`src/rtl/mul_ctrl.sv`:
```
// Sequencing front-end for the two-stage Wallace-tree booth multiplier: registers
// operands onto the multiplier, captures the selected product half and holds it downstream.
module mul_ctrl #(
   parameter int TAG_W = 5
) (
   input  logic             clk,
   input  logic             reset,
   input  logic             flush,
   input  logic             in_valid,
   output logic             in_ready,
   input  logic [1:0]       in_op,
   input  logic [31:0]      in_src1,
   input  logic [31:0]      in_src2,
   input  logic [TAG_W-1:0] in_tag,
   output logic [31:0]      mul_x,
   output logic [31:0]      mul_y,
   output logic             mul_signed,
   input  logic [63:0]      mul_result,
   output logic             out_valid,
   input  logic             out_ready,
   output logic [31:0]      out_data,
   output logic [TAG_W-1:0] out_tag,
   output logic             busy
);

   localparam logic [1:0] ST_IDLE = 2'd0;
   localparam logic [1:0] ST_CALC = 2'd1;
   localparam logic [1:0] ST_RES  = 2'd2;
   localparam logic [1:0] ST_DONE = 2'd3;

   logic [1:0]       state_r;
   logic [1:0]       next_state_s;
   logic [1:0]       op_r;
   logic [TAG_W-1:0] tag_r;
   logic             accept_s;
   logic [31:0]      result_sel_s;

   // DONE with out_ready lets a new op enter in the same cycle as the transfer
   assign in_ready = !flush && ((state_r == ST_IDLE) || ((state_r == ST_DONE) && out_ready));
   assign accept_s = in_valid && in_ready;
   assign busy     = (state_r != ST_IDLE);

   // next-state decode; flush overrides every transition
   always_comb begin
      next_state_s = state_r;
      if (flush) begin
         next_state_s = ST_IDLE;
      end else begin
         case (state_r)
            ST_IDLE: begin
               if (accept_s) begin
                  next_state_s = ST_CALC;
               end else begin
                  next_state_s = ST_IDLE;
               end
            end
            ST_CALC: next_state_s = ST_RES;
            ST_RES:  next_state_s = ST_DONE;
            ST_DONE: begin
               if (out_ready && accept_s) begin
                  next_state_s = ST_CALC;
               end else if (out_ready) begin
                  next_state_s = ST_IDLE;
               end else begin
                  next_state_s = ST_DONE;
               end
            end
            default: next_state_s = ST_IDLE;
         endcase
      end
   end

   // product half select; reserved op 11 falls through to the low word
   always_comb begin
      result_sel_s = mul_result[31:0];
      if ((op_r == 2'b01) || (op_r == 2'b10)) begin
         result_sel_s = mul_result[63:32];
      end else begin
         result_sel_s = mul_result[31:0];
      end
   end

   // state register
   always_ff @(posedge clk) begin
      if (reset) begin
         state_r <= ST_IDLE;
      end else begin
         state_r <= next_state_s;
      end
   end

   // operand registers; only an accepted op may disturb the multiplier inputs
   always_ff @(posedge clk) begin
      if (reset) begin
         mul_x      <= 32'd0;
         mul_y      <= 32'd0;
         mul_signed <= 1'b0;
         op_r       <= 2'd0;
         tag_r      <= {TAG_W{1'b0}};
      end else if (accept_s) begin
         mul_x      <= in_src1;
         mul_y      <= in_src2;
         mul_signed <= (in_op != 2'b10);
         op_r       <= in_op;
         tag_r      <= in_tag;
      end
   end

   // result capture: the multiplier reloads every cycle, so this is the only stable copy
   always_ff @(posedge clk) begin
      if (reset) begin
         out_valid <= 1'b0;
         out_data  <= 32'd0;
         out_tag   <= {TAG_W{1'b0}};
      end else if (flush) begin
         out_valid <= 1'b0;
      end else if (state_r == ST_RES) begin
         out_valid <= 1'b1;
         out_data  <= result_sel_s;
         out_tag   <= tag_r;
      end else if ((state_r == ST_DONE) && out_ready) begin
         out_valid <= 1'b0;
      end
   end

endmodule
```
`config.mk`:
```
export PLATFORM = sky130hd
export DESIGN_NAME = mul_ctrl
export DESIGN_NICKNAME = d
export VERILOG_FILES = /design/src/rtl/mul_ctrl.sv
export SDC_FILE = /design/constraint.sdc
export NUM_CORES = 1
export LEC_CHECK = 0
export ABC_AREA = 1
export CAP_MARGIN = 15
export CORE_ASPECT_RATIO = 0.75
export CORE_MARGIN = 8
export CORE_UTILIZATION = 40
export CTS_CLUSTER_DIAMETER = 30
export DETAILED_ROUTE_END_ITERATION = 16
export GPL_ROUTABILITY_DRIVEN = 0
export PLACE_DENSITY_LB_ADDON = 0.12
export SLEW_MARGIN = 20
export SYNTH_ARGS = -nofsm -noshare
export SYNTH_HDL_FRONTEND = slang
export SYNTH_SLANG_ARGS = --single-unit
```
`constraint.sdc`:
```
create_clock -name clk -period 1.5 [get_ports clk]
set_input_delay 0.15 -clock clk [delete_from_list [all_inputs] [get_ports clk]]
set_output_delay 0.15 -clock clk [all_outputs]
set_load 0.05 [all_outputs]
```
==> flow_metrics.py <==
metrics = {
    "placed_design": {
        "place_ws_ns": 0.0105,
        "portBuffers": 244,
        "dp_hpwl_mm": 10.4,
        "dpl_cell_area_sq_um": 7260,
    },
    "routing": {
        "postRouteAntennaNets": 0,
        "wirelength_mm": 14.1,
        "drtIter0Drc": 206,
        "num_vias": 4752,
        "drcViolationCount": 0,
        "routedWlPerCell_um": 12.4,
        "viasPerCell": 4.20,
        "first_pass_iters": 4,
    },
    "critical_path": {
        "cpPeakStageDelay_ns": 0.35,
        "path_max_fanout": 4,
        "endpoint_kind": "output port",
        "path_cells": "nand3_1, buf_4, a21oi_4, buf_12",
        "crit_family": "flip-flops",
        "required_ns": 1.35,
        "cpMaxStageDelayCell": "dfxtp_2",
        "r2r-start": "state_r[0]",
        "crit_arrival_ns": 1.24,
        "crit_type": "register to output port",
        "cp-start-kind": "register",
        "crit_buf_inv": 2,
        "startpoint": "state_r[1]",
    },
    "power": {
        "p_leak_nw": 3.90,
        "power.density_nw_per_um2": 970,
        "peakVddDrop_mv": 0.750,
        "finalPower_mw": 7.34,
    },
    "floorplanning": {
        "core-area_sq_um": 12100,
        "start_util": 0.403,
        "ioPinCount": 245,
        "die_area_sq_um": 16000,
        "die_w_um": 143,
        "die_height_um": 112,
        "placementRows": 35,
    },
    "sta": {
        "finalHoldViolations": 0,
        "fin_skew_ns": 0.00895,
        "setup_ws_ns": 0.106,
        "finalSetupTns_ns": 0,
        "worst_pin_slew_ns": 0.351,
        "slew_headroom": 0.766,
        "min_period_ns": 1.39,
        "slew_viol_final": 0,
        "fin_crit_sh": 0.929,
        "rsz0062_at_grt": "no",
        "clock.fmax_ghz": 0.718,
        "setup_violations": 0,
    },
    "clock_tree": {
        "htree_levels": 3,
        "cts_sinks": 112,
        "cts_buffers": 9,
        "clk_path_buf_depth": 2,
        "insertion_delay_ns": 0.34,
        "hold_buffers": 0,
        "cts_setup_buffers": 0,
        "ctsRootBufferMaster": "clkbuf_16",
        "cts_tree": "built",
        "clk_pin_slew_worst_paths_ns": 0.07,
    },
    "hold_path": {
        "min_path_type": "input pin to register",
        "min_from": "in_src1[19]",
    },
    "flow_run": {
        "maxCapViolCount": 0,
    },
    "finish": {
        "area_growth_pct": 55.4,
        "drive_above_1_share": 0.143,
        "final_area_sq_um": 7570,
        "nNetsFinal": 1103,
        "num_antenna_cells": 0,
    },
    "logic_synthesis": {
        "synth.cell_area_sq_um": 4870,
        "synth_cell_types": 17,
        "seq_area_frac_synth": 0.461,
        "synthTopCellsByArea": "dfxtp_1 46%, nand2_1 19%, nor2_1 11%",
        "yosysTopAreaCell": "dfxtp_1",
        "syn-mean-instance-area_sq_um": 6.62,
        "synth_nets": 875,
        "synth.top_cell.area_share": 0.461,
        "synth_cells": 735,
        "ys_warn_count": 0,
        "synth_seq_cells": 112,
    },
    "grt": {
        "grt_pass1_wl_mm": 22.1,
        "grt_overflow_total": 0,
        "grt_util_all_layers": 0.171,
        "grt_pass1_vias": 4270,
        "grt_start_max_net_pins": 57,
        "antenna_found_initial": 0,
    },
    "run_status": {
        "status": "complete, no violations",
    },
}
worst reg2reg max path: cells and delay by family, from the launching register on:
family | cells | cell delay (ns)
flops | 1 | 0.33
buf+inv | 2 | 0.31
simple gates | 6 | 0.57
path summary, 6_finish.rpt:
check | to | slack [ns] | cells past startpoint
worst max-delay path | in_ready | 0.11 | 4
worst min-delay path | mul_x[19] | 0.39 | 3
worst max register to register | mul_x[16] | 0.17 | 8
worst min register to register | out_tag[3] | 0.46 | 2
layout make-up:
type	instances	area [sq um]
fillers	1170	4520
repair buffers	257	2400
flip-flops and latches	112	2240
multi-input cells	473	2000
inverters	110	414
clock buffers	11	233
well taps	166	208
clock inverters	3	68.8
cell usage in the layout, fill, tap and decap left out, drive strengths merged:
master and n:
nand2 246, nor2 144, clkdlybuf4s50 139, buf 118
dfxtp 112, inv 109, nand3 34, o21a 32
clkbuf 11, a21oi 9, o21ai 7, bufinv 2
clkinv 2, nand4 1
repair_timing:
item                                   4_1_cts  5_1_grt
resized for setup                            0        2
endpoints found under the hold margin        0        0
setup endpoints to repair                    0        1
state kept, by name, summed over array words and instances (netlist names):
signal      cells
out_tag         5
out_valid       1
mul_signed      1
mul_y          32
out_data       32
state_r         2
mul_x          32
op_r            2
tag_r           5
cell families (layout without fill, tap and decap cells):
kind of cell,count (synthesis),in the layout,share of synthesized area
AOI/OAI and AO/OA,48,48,0.0658
and+or+nand+nor,425,425,0.339
buffers and inverters,150,381,0.135
DFF,112,112,0.461
power breakdown:
part           internal (mW)  switching [mW]  total [mW]
sequential              3.12          0.0698        3.19
combinational          0.704           0.976        1.68
clock                   1.45            1.02        2.47
stage by stage:
stage	hold WS [ns]	instances	util
final	0.385	1132	0.626
after global placement	0.444	1118	0.600
after CTS	0.367	1132	0.625
after detailed placement	0.444	1118	0.600
after global routing	0.378	1132	0.626
after floorplan	0.219	735	-
routing by layer:
layer | part of all wire | vias up | global-route usage
li1 | - | 2608 | -
met1 | 0.43 | 2004 | 0.203
met4 | 0.011 | 0 | 0.0454
met2 | 0.45 | 129 | 0.276
met5 | 0 | - | 0
met3 | 0.10 | 11 | 0.0740
Yosys cell counts, drive strengths merged:
cell,n
a21oi,9
buf,26
clkbuf,14
dfxtp,112
inv,110
nand2,246
nand3,34
nand4,1
nor2,144
o21a,32
o21ai,7
Note: power is estimated with default switching activity, not from simulation.
